`config.mk`:
```
export PLATFORM = sky130hd
export DESIGN_NAME = seg7_scan_driver_flat
export DESIGN_NICKNAME = d
export VERILOG_FILES = /design/src/rtl/seg7_if.sv /design/src/rtl/seg7_scan_driver.sv /design/src/flat_wrapper.sv
export SDC_FILE = /design/constraint.sdc
export NUM_CORES = 1
export LEC_CHECK = 0
export CAP_MARGIN = 0
export CORE_UTILIZATION = 56
export CTS_CLUSTER_DIAMETER = 80
export CTS_CLUSTER_SIZE = 20
export DETAILED_ROUTE_END_ITERATION = 10
export DONT_BUFFER_PORTS = 1
export PLACE_DENSITY = 0.71
export SLEW_MARGIN = 20
export SYNTH_ARGS = -nofsm -noshare
export SYNTH_HDL_FRONTEND = slang
export SYNTH_SLANG_ARGS = --single-unit
```
`constraint.sdc`:
```
create_clock -name clk -period 5.8 [get_ports clk]
set_input_delay 0.58 -clock clk [delete_from_list [all_inputs] [get_ports clk]]
set_output_delay 0.58 -clock clk [all_outputs]
set_load 0.02 [all_outputs]
```
`src/rtl/seg7_if.sv`:
```
// Bundle of data-in and display-pin signals between result logic and the
// seven-segment scan driver.
interface seg7_if #(
   parameter int DIGITS = 4
);
   logic [4*DIGITS-1:0] value;
   logic                load;
   logic [DIGITS-1:0]   dp_in;
   logic                lz_blank;
   logic [6:0]          seg;
   logic                dp;
   logic [DIGITS-1:0]   an;
   logic                frame_tick;

   modport master (
      output value, load, dp_in, lz_blank,
      input  seg, dp, an, frame_tick
   );

   modport slave (
      input  value, load, dp_in, lz_blank,
      output seg, dp, an, frame_tick
   );
endinterface

```
`src/rtl/seg7_scan_driver.sv`:
```
// Time-multiplexed common-anode seven-segment driver: shadow-latched hex value,
// programmable refresh divider, leading-zero blanking and anti-ghost blanking.
module seg7_scan_driver #(
   parameter int DIGITS       = 4,
   parameter int REFRESH_DIV  = 100000,
   parameter int BLANK_CYCLES = 1000
) (
   input  logic   clk,
   input  logic   reset,
   seg7_if.slave  bus
);
   localparam int CNT_W = $clog2(REFRESH_DIV);
   localparam int IDX_W = (DIGITS > 1) ? $clog2(DIGITS) : 1;
   localparam logic [CNT_W-1:0] DIV_LAST   = CNT_W'(REFRESH_DIV - 1);
   localparam logic [CNT_W-1:0] BLANK_END  = CNT_W'(BLANK_CYCLES);
   localparam logic [IDX_W-1:0] DIGIT_LAST = IDX_W'(DIGITS - 1);

   logic [CNT_W-1:0]    div_cnt_r;
   logic [IDX_W-1:0]    digit_idx_r;
   logic [4*DIGITS-1:0] shadow_value_r;
   logic [DIGITS-1:0]   shadow_dp_r;

   logic [6:0]          seg_r;
   logic                dp_r;
   logic [DIGITS-1:0]   an_r;
   logic                frame_tick_r;

   logic [6:0]          seg_s;
   logic                dp_s;
   logic [DIGITS-1:0]   an_s;
   logic                frame_tick_s;
   logic [3:0]          nibble_s;
   logic [DIGITS-1:0]   blank_s;
   logic                zero_run_s;

   function automatic logic [6:0] hex_to_seg(input logic [3:0] nib);
      logic [6:0] pat;
      case (nib)
         4'h0:    pat = 7'b0000001;
         4'h1:    pat = 7'b1001111;
         4'h2:    pat = 7'b0010010;
         4'h3:    pat = 7'b0000110;
         4'h4:    pat = 7'b1001100;
         4'h5:    pat = 7'b0100100;
         4'h6:    pat = 7'b0100000;
         4'h7:    pat = 7'b0001111;
         4'h8:    pat = 7'b0000000;
         4'h9:    pat = 7'b0000100;
         4'hA:    pat = 7'b0001000;
         4'hB:    pat = 7'b1100000;
         4'hC:    pat = 7'b0110001;
         4'hD:    pat = 7'b1000010;
         4'hE:    pat = 7'b0110000;
         4'hF:    pat = 7'b0111000;
         default: pat = 7'b1111111;
      endcase
      return pat;
   endfunction

   // Refresh divider and digit pointer; the pointer only moves at the end of a slot.
   always_ff @(posedge clk or posedge reset) begin
      if (reset) begin
         div_cnt_r   <= '0;
         digit_idx_r <= '0;
      end else if (div_cnt_r == DIV_LAST) begin
         div_cnt_r   <= '0;
         digit_idx_r <= (digit_idx_r == DIGIT_LAST) ? '0 : digit_idx_r + IDX_W'(1);
      end else begin
         div_cnt_r   <= div_cnt_r + CNT_W'(1);
      end
   end

   // Shadow copy of the displayed data, updated only on the load strobe.
   always_ff @(posedge clk or posedge reset) begin
      if (reset) begin
         shadow_value_r <= '0;
         shadow_dp_r    <= '0;
      end else if (bus.load) begin
         shadow_value_r <= bus.value;
         shadow_dp_r    <= bus.dp_in;
      end else begin
         shadow_value_r <= shadow_value_r;
         shadow_dp_r    <= shadow_dp_r;
      end
   end

   // A digit is a leading zero when it and every more-significant nibble are zero.
   always_comb begin
      blank_s    = '0;
      zero_run_s = 1'b1;
      for (int k = DIGITS - 1; k >= 0; k--) begin
         zero_run_s = zero_run_s && (shadow_value_r[4*k +: 4] == 4'h0);
         blank_s[k] = bus.lz_blank && zero_run_s && (k > 0);
      end
   end

   // Next output pattern for the currently selected digit.
   always_comb begin
      nibble_s     = shadow_value_r[{digit_idx_r, 2'b00} +: 4];
      seg_s        = 7'b1111111;
      dp_s         = 1'b1;
      an_s         = {DIGITS{1'b1}};
      frame_tick_s = (div_cnt_r == DIV_LAST) && (digit_idx_r == DIGIT_LAST);
      if (blank_s[digit_idx_r]) begin
         seg_s = 7'b1111111;
         dp_s  = 1'b1;
         an_s  = {DIGITS{1'b1}};
      end else begin
         seg_s = hex_to_seg(nibble_s);
         dp_s  = ~shadow_dp_r[digit_idx_r];
         if (div_cnt_r < BLANK_END) begin
            an_s = {DIGITS{1'b1}};
         end else begin
            an_s = ~(DIGITS'(1) << digit_idx_r);
         end
      end
   end

   // Output registers driving the board pins.
   always_ff @(posedge clk or posedge reset) begin
      if (reset) begin
         seg_r        <= 7'b1111111;
         dp_r         <= 1'b1;
         an_r         <= {DIGITS{1'b1}};
         frame_tick_r <= 1'b0;
      end else begin
         seg_r        <= seg_s;
         dp_r         <= dp_s;
         an_r         <= an_s;
         frame_tick_r <= frame_tick_s;
      end
   end

   assign bus.seg        = seg_r;
   assign bus.dp         = dp_r;
   assign bus.an         = an_r;
   assign bus.frame_tick = frame_tick_r;
endmodule

```
`src/flat_wrapper.sv`:
```
// flat-port wrapper written by rule: the top's interface ports become plain ports
module seg7_scan_driver_flat 
#(
   parameter int DIGITS       = 4,
   parameter int REFRESH_DIV  = 100000,
   parameter int BLANK_CYCLES = 1000
)
  (clk, reset, bus_value, bus_load, bus_dp_in, bus_lz_blank, bus_seg, bus_dp, bus_an, bus_frame_tick);
  seg7_if #(.DIGITS(DIGITS)) bus_i ();
  input  logic clk;
  input  logic reset;
  input wire logic [$bits(bus_i.value)-1:0] bus_value;
  input wire logic [$bits(bus_i.load)-1:0] bus_load;
  input wire logic [$bits(bus_i.dp_in)-1:0] bus_dp_in;
  input wire logic [$bits(bus_i.lz_blank)-1:0] bus_lz_blank;
  output wire logic [$bits(bus_i.seg)-1:0] bus_seg;
  output wire logic [$bits(bus_i.dp)-1:0] bus_dp;
  output wire logic [$bits(bus_i.an)-1:0] bus_an;
  output wire logic [$bits(bus_i.frame_tick)-1:0] bus_frame_tick;
  assign bus_i.value = bus_value;
  assign bus_i.load = bus_load;
  assign bus_i.dp_in = bus_dp_in;
  assign bus_i.lz_blank = bus_lz_blank;
  assign bus_seg = bus_i.seg;
  assign bus_dp = bus_i.dp;
  assign bus_an = bus_i.an;
  assign bus_frame_tick = bus_i.frame_tick;
  seg7_scan_driver #(.DIGITS(DIGITS), .REFRESH_DIV(REFRESH_DIV), .BLANK_CYCLES(BLANK_CYCLES)) u_core (.clk(clk), .reset(reset), .bus(bus_i));
endmodule
```
Yosys cells after proc, flatten, opt, wreduce, memory -nomap -nowiden
Memory sizes are Yosys's and may differ from the RTL's.
Cells that the tools add are included.
- flip-flop bits (word level): 52
- bits in latches: 0
- bits in writable memories: 0
- memory bits (read-only): 112
- input bits: 24
- output and inout port bits: 13
- word-level logic and storage cells: 38
- memories kept: 1
- add/subtract/negate cells: 2
- multipliers: 0
- divide/modulo/power cells: 0
- magnitude comparators: 2
- equal/unequal tests: 2
- shifts and indexed selects: 2
- multiplexer cells: 10
- bitwise logic cells: 2
- reduce and logical (&&, ||, !) cells: 9
- memories (memory ; depth ; width ; read ports ; clocked after Yosys merged registers in ; write ports ; line ; source):
    (name not given) ; 16 ; 7 ; 1 ; 0 ; 0 ; seg7_scan_driver.sv:38 ; case (nib)
- operators with widths (kind ; count):
    $add A17 B1 Y17 const B ; 1
    $eq A17 B17 Y1 const B ; 1
    $lt A17 B10 Y1 const B ; 1
    $mux W17 ; 1
    $shiftx A16 B5 Y4 ; 1
    $logic_not A4 Y1 ; 3
    $mux W4 ; 2
    $mux W7 ; 1
    $logic_and A1 B1 Y1 ; 6
    $bmux W1 S2 ; 2
    $not A4 Y4 ; 1
    $shl A1 B2 Y4 const A ; 1
    $lt A2 B3 Y1 const B ; 1
    $mux W1 ; 3
    $add A2 B1 Y2 const B ; 1
    $eq A2 B2 Y1 const B ; 1
    $mux W2 ; 1
    $not A1 Y1 ; 1

Logic depth before layout (Yosys ltp)
Gate-level depths: netlist of run 1.
- depth after elaboration: 7
- mapped depth: 7
- depth with buffers taken out: 6

Least setup slack after synthesis of run 1
No wires, ideal clock.
- path kind: register -> register
- from: register u_core.digit_idx_r[0]
- to: register u_core.seg_r[6] (netlist: u_core.bus.seg[6])
- setup time: 0.095 ns
- data arrival time: 1.913 ns
- data required time: 5.705 ns
- path slack: 3.792 ns
- cell stages (with the launch flop): 7
- buffers on the path: 1
- clock period less this slack: 2.008 ns
- cells stage by stage: dfrtp_1 -> buf_4 -> mux4_2 -> ha_1 -> or3_1 -> a21oi_1 -> o31ai_1
- word-level cells in the longest chain between the ends: 3
- elaborated cells on any way between the ends: 5
- classes of those cells: shift (1); mux (3); memory (1)
- RTL lines (what ; line ; source):
    start: declaration ; seg7_scan_driver.sv:19 ; logic [IDX_W-1:0] digit_idx_r;
    start signal: assignment ; seg7_scan_driver.sv:67 ; digit_idx_r <= (digit_idx_r == DIGIT_LAST) ? '0 : digit_idx_r + IDX_W'(1);
    $shiftx A16 B5 Y4 / $bmux W1 S2 (equally long branches) ; seg7_scan_driver.sv:99, seg7_scan_driver.sv:104 ;
    $mem_v2 Z16 W7 / $mux W1 (equally long branches) ; -- ;
    $mux W7 (*) ; seg7_scan_driver.sv:104 ; if (blank_s[digit_idx_r]) begin
    via u_core.seg_s[6] ; seg7_scan_driver.sv:28 ; logic [6:0] seg_s;
    end signal: assignment ; seg7_scan_driver.sv:127 ; seg_r <= seg_s;
    end: declaration ; seg7_scan_driver.sv:23 ; logic [6:0] seg_r;
The timed path passes the listed nets; every way through them passes the cells marked *. The select of a mux whose other input is x is not followed.
A chain may end at the register's enable or synchronous reset.

Worst setup path in the final report of run 1
Same ends and word-level chain as after synthesis.

==> results of run 1 <==
cells by family after synthesis:
| kind of cell | Yosys count | synth area share, % |
|---|---|---|
| flip-flops | 52 | 50.0 |
| buffers and inverters | 14 | 2.62 |
| AO/OA/AOI/OAI | 16 | 4.04 |
| AND/OR/NAND/NOR | 66 | 14.6 |
| adder cells (fa/ha/maj) | 11 | 5.23 |
| XOR/XNOR | 17 | 5.66 |
| multiplexers | 37 | 17.8 |
state kept, by name, indices dropped and copies added, names as in the netlist:
name	count
u_core.shadow_dp_r	4
u_core.digit_idx_r	2
u_core.div_cnt_r	17
u_core.bus.dp	1
u_core.bus.an	4
u_core.shadow_value_r	16
u_core.bus.seg	7
u_core.bus.frame_tick	1
cell usage in the layout (no fill, tap or decap), types with 2 or more instances in the layout:
cell type and instances:
dfrtp_1 40, mux2_2 24, nand3_1 13, nor2_1 13
dfstp_2 12, xnor2_1 11, ha_1 11, mux2i_1 7
nand2_1 7, inv_1 6, nand4_1 6, xor2_1 6
mux4_2 5, clkbuf_8 5, nor4_1 4, o21ai_0 4
and2_1 3, nor3_1 3, or3_1 3, a21oi_1 3
and4_1 2, nand3b_1 2
where the power goes:
group | switching (mW) | total, mW | internal [mW]
clock | 0.119 | 0.247 | 0.128
combinational | 0.0356 | 0.0727 | 0.0371
sequential | 0.0292 | 0.423 | 0.393
total | 0.184 | 0.743 | 0.559
path summary, 6_finish.rpt:
check	startpoint	end	slack, ns	cells past startpoint
hold reg to reg	u_core.div_cnt_r[0]	u_core.div_cnt_r[0]	0.49	1
setup reg to reg	u_core.digit_idx_r[0]	u_core.bus.seg[6]	3.48	5
max in group asynchronous	reset	u_core.div_cnt_r[16]	4.99	1
min in group clk	bus_value[11]	u_core.shadow_value_r[11]	0.42	1
setup / recovery	u_core.digit_idx_r[0]	u_core.bus.seg[6]	3.48	5
hold / removal	reset	u_core.shadow_value_r[15]	0.31	1
stage by stage:
step           power (mW)  std cells  setup WS (ns)  hold slack (ns)  utilization (%)
2_1_floorplan       0.486        213           3.79            0.455                -
3_3_place_gp        0.497        258           3.61            0.469             59.7
3_5_place_dp        0.502        258           3.51            0.480             59.7
4_1_cts             0.748        266           3.48            0.412             62.2
5_1_grt             0.771        266           3.34            0.375             62.2
6_report            0.743        266           3.48            0.305             62.2
layout make-up:
| type | count | area [µm²] |
|---|---|---|
| clock buffers | 5 | 68.8 |
| multi-input cells | 147 | 1240 |
| fillers | 364 | 1680 |
| clock inverters | 3 | 42.5 |
| well taps | 52 | 65.1 |
| flip-flops and latches | 52 | 1320 |
| inverters | 7 | 27.5 |
routing by layer:
metal	up-vias	wire, µm
met3	9	166
met4	0	53
li1	771	-
met2	30	2590
met5	-	0
met1	818	1980
critical path: stages (launching register included):
cell and delay, ns:
dfrtp_1 0.63, mux4_2 0.65, ha_1 0.29, or3_1 0.39, a21oi_1 0.17, o31ai_1 0.10
==> impl_metrics.ini, run 1 <==
[global_routing]
top_usage_layer = met2
grt_util_met1_pct = 24.1
grt_pass1_wl_um = 8180
groute.usage.overall_pct = 20.8
use_met3_pct = 4.99
grt_max_degree = 53
grt_util_met2_pct = 38.4
overflow = 0
antenna_found_initial = 0
grt_pass1_vias = 1768

[logic_synthesis]
synth.top_cell.area_share_pct = 38.1
yosys_warnings = 0
netlist_area_mm2 = 0.00263
synth_common_cells = 40 x dfrtp_1, 24 x mux2_2, 13 x nand3_1, 13 x nor2_1, 12 x dfstp_2
postSynthAreaPerCell_um2 = 12.3
synth_top_cell_by_area = dfrtp_1
synth_seq_area_share_pct = 50.0
synth.distinct_cells = 46
synthCells = 213
synthArstFlopShare_pct = 100
synth_area_leaders = dfrtp_1 38%, dfstp_2 12%, mux2_2 10%, ha_1 5.2%, mux4_2 4.3%
synth-seq-cells = 52
synth_edf_count = 0
yosys.cell_count.top_type = dfrtp_1
synth_ff_type = dfrtp_1
syn_nets = 248

[routing]
drt_iter0_drc = 83
ant_nets = 0
wl_um = 4790
drc = 8
drt-pass1-iter-count = 7
wl_per_cell_um = 18.0
viasPerCell = 6.12
vias = 1628

[place]
gp_congestion = 0.810
hpwl_um = 3460
io_buffers = 0
placed_area_mm2 = 0.00265

[sta]
skew_ns = 0.0106
finalHoldViolations = 0
finalCriticalPeriod_ns = 2.32
max_freq_mhz = 431
tightest_slew_ns = 0.865
slew_violations = 0
setup_violations = 0
fin_crit_sh_pct = 40.0
rsz0062_at_grt = false
slew_headroom_pct = 42.2
setup_tns_ns = 0

[die]
core_mm2 = 0.00444
die_x_um = 70.5
rows = 24
initial_core_util_pct = 59.2
die_y_um = 70.5
io_pins = 37
die_area_mm2 = 0.00497

[clocking]
clock_tree.root_cell = clkbuf_8
cts.path.max_buffers = 2
cts-buffers-inserted = 5
h-tree-depth = 2
cts_tree = yes
cts_resized = 0
clk_latency_ns = 0.30
cts.sinks = 52
cts_setup_buffers = 0
clkTransAtPathRegs_ns = 0.10
ctsHoldBuffers = 0

[power]
powerDensity_mw_per_mm2 = 269
p_leak_nw = 1.15
ir_worst_vdd_uv = 147

[worst_setup_path]
crit_required_ns = 6.02
crit_arrival_ns = 2.54
cp_max_fo = 12
worstSetupStartpointType = flip-flop
worstSetupPathType = reg -> reg
endpoint_kind = flip-flop

[worst_hold_path]
hp-class = in -> async

[cells_and_area]
fin_nets = 248
antenna_cells = 0
final_layout_size_suffix_gt1_share_pct = 25.7
stdcell_area_mm2 = 0.00277
area_growth_pct = 5.14

[outcome]
violations = design-rule violations
status = finished with violations

[job]
cap_violations = 0
(Power assumes the default switching activity.)
==> run 2, diff against run 1 <==
--- a/config.mk
+++ b/config.mk
@@ -5,6 +5,7 @@
 export SDC_FILE = /design/constraint.sdc
 export NUM_CORES = 1
 export LEC_CHECK = 0
+export ABC_AREA = 1
 export CAP_MARGIN = 0
 export CORE_UTILIZATION = 56
 export CTS_CLUSTER_DIAMETER = 80
==> constraint.sdc (replaced) <==
create_clock -name clk -period 2.3 [get_ports clk]
set_input_delay 0.23 -clock clk [delete_from_list [all_inputs] [get_ports clk]]
set_output_delay 0.23 -clock clk [all_outputs]
set_load 0.02 [all_outputs]
==> run 2 against run 1 <==
The run ends with negative hold slack left; clock power rose by 150%; non-clock buffer count increased by 2; area after synthesis increased by 5.1%; utilization fell by 0.21 points; die area up 5.0%; clock skew is 0.0081 ns lower; total power grew 150%; sequential cell count is the same; routed wire length is 2.4% higher; via count grew 24%; sequential share of layout area down 2.7 points; first-iteration DRC count increased by 120%; critical path type unchanged; critical endpoint is now u_core.bus.seg[3].
==> impl_metrics.ini, run 2 <==
[clocking]
cts_tree = yes
cts-buffers-inserted = 5
h-tree-depth = 2
clk_latency_ns = 0.30
cts_setup_buffers = 0
cts.path.max_buffers = 2
cts_resized = 0
cts.sinks = 52
clock_tree.root_cell = clkbuf_8
clkTransAtPathRegs_ns = 0.09
ctsHoldBuffers = 0

[place]
hpwl_um = 3670
gp_congestion = 0.899
post-place-cells = 391
detailedPlace.worstSlack_ns = 0.550
io_buffers = 0

[worst_hold_path]
hp-class = in -> async

[power]
totalPowerFinal_mw = 1.83
ir_worst_vdd_uv = 495
p_leak_nw = 1.45
powerDensity_mw_per_mm2 = 624

[sta]
setup_violations = 0
setup_ws_ns = 0.504
slew_headroom_pct = 40.6
finalHoldWorstSlack_ns = -0.00834
setup_tns_ns = 0
tightest_slew_ns = 0.890
max_freq_mhz = 557
skew_ns = 0.00248
fin_crit_sh_pct = 78.1
finalCriticalPeriod_ns = 1.80
slew_violations = 0
rsz0062_at_grt = false
finalHoldViolations = 16

[routing]
drc = 0
vias = 2019
drt-pass1-iter-count = 4
ant_nets = 0
viasPerCell = 5.06
wl_um = 4900
wl_per_cell_um = 12.3
drt_iter0_drc = 179

[cells_and_area]
largest_reg_flops = 17
fin_nets = 366
area_growth_pct = 5.93
mostFrequentLayoutCell = nand2_1
fin_util_pct = 62.0
layout_common_cells = 73 x nand2_1, 40 x dfrtp_1, 38 x inv_1
largest-register = u_core.div_cnt_r
final_cell_count_no_fill = 399
final_layout_size_suffix_gt1_share_pct = 18.7
antenna_cells = 0

[outcome]
status = finished with violations
violations = negative hold slack

[worst_setup_path]
crit_top_cell = nand2_1
endpoint_kind = flip-flop
cp_max_fo = 13
r2r_slack_ns = 0.50
crit_required_ns = 2.54
ff2ff_path_depth = 10
critPathSlowestCell = dfrtp_1
crit_path_max_incr_delay_ns = 0.49
crit_arrival_ns = 2.04
timing.rr.start = u_core.digit_idx_r[0]
worstSetupStartpointType = flip-flop
cp-startpoint = u_core.digit_idx_r[0]
worstSetupPathType = reg -> reg
critPathTopFamily = simple AND/OR/NAND/NOR gates
worst_r2r_endpoint = u_core.bus.seg[3]
path_buf_inv = 2
crit_chain = inv_2 -> nand2_1 -> nand3_1 -> nand2_1 -> ha_1 -> inv_1 -> nand3_1 -> nand2_1 -> nand2_1 -> nand3_1

[global_routing]
groute.usage.overall_pct = 21.8
grt_pass1_wl_um = 8830
overflow = 0
grt_util_met1_pct = 31.8
grt_util_met2_pct = 32.2
grt_max_degree = 45
top_usage_layer = met2
antenna_found_initial = 0
grt_pass1_vias = 1968
use_met3_pct = 5.83

[die]
rows = 25
io_pins = 37
die_x_um = 72.3
initial_core_util_pct = 58.5
core_mm2 = 0.00472
die_area_mm2 = 0.00522
die_y_um = 72.3

[logic_synthesis]
synth.distinct_cells = 29
synth_common_cells = 73 x nand2_1, 40 x dfrtp_1, 39 x inv_1, 36 x nand3_1, 32 x nor2_1
synthCells = 328
yosys.cell_count.top_type = nand2_1
synth_area_leaders = dfrtp_1 36%, dfstp_2 11%, nand2_1 9.9%, nand3_1 6.5%, inv_1 5.3%
postSynthAreaPerCell_um2 = 8.43
synth_edf_count = 0
synthArstFlopShare_pct = 100
synth_top_cell_by_area = dfrtp_1
synth.top_cell.area_share_pct = 36.2
netlist_area_mm2 = 0.00277
yosys_warnings = 0
syn_nets = 363
synth_seq_area_share_pct = 47.6
synth-seq-cells = 52
synth_ff_type = dfrtp_1

[job]
cap_violations = 0
==> run 2: cell types whose count changed in the layout (fill, tap and decap cells not counted), sizes merged, moves of 3 or more <==
cell	delta
nand2	+73
inv	+42
nand3	+28
nor2	+27
mux2	-17
o21ai	+17
xnor2	-11
mux2i	-7
mux4	-5
nor4	-5
and2	-3
nand4	-3
or3	-3
==> run 2: how the worst max path moves through the flow <==
stage	to	cells after the start
5_1_grt	u_core.bus.seg[1]	10
2_1_floorplan	u_core.bus.seg[3]	11
3_5_place_dp	u_core.bus.seg[1]	10
3_3_place_gp	u_core.bus.seg[0]	9
6_report	u_core.bus.seg[3]	10
4_1_cts	u_core.bus.seg[3]	10
==> run 2: area by class of cell <==
type | count | area, µm²
clock buffer | 6 | 72.6
clock inverter | 2 | 35.0
fill | 415 | 1790
inverter | 48 | 183
multi-input combinational | 222 | 1220
sequential | 52 | 1320
tap | 67 | 83.8
timing repair buffer | 2 | 15.0
==> run 2: worst register-to-register path, stage by stage (launching register included) <==
cell and delay (ns):
dfrtp_1 0.49, inv_2 0.23, nand2_1 0.08, nand3_1 0.07, nand2_1 0.17, ha_1 0.36
inv_1 0.07, nand3_1 0.07, nand2_1 0.07, nand2_1 0.05, nand3_1 0.08
==> run 2: cell families (layout without fill, tap and decap cells) <==
kind of cell               after synthesis  after routing  synth area share [%]
and+or+nand+nor                        170            170                  29.2
buffers and inverters                   54             58                  8.14
DFF                                     52             52                  47.6
AOI/OAI and AO/OA                       28             28                  5.20
adders and majority gates               11             11                  4.98
muxes                                    8              8                  3.26
xor gates and xnor gates                 5              5                  1.58
==> run 2: power breakdown <==
part           switching (mW)  internal [mW]
clock network           0.291          0.323
registers              0.0554          0.986
logic                   0.106         0.0638
total                   0.453           1.37
==> run 2: per-layer routing <==
layer	vias up	wire length, µm
li1	1043	-
met1	912	2490
met2	62	2100
met3	2	274
met4	0	29
met5	-	0
==> run 2: through the flow <==
stage | hold WS [ns] | cell area (µm²)
global placement | 0.340 | 2820
finish | -0.00834 | 2930
detailed placement | 0.344 | 2820
CTS | 0.0149 | 2930
floorplan | 0.347 | 2770
global route | 0.00461 | 2930
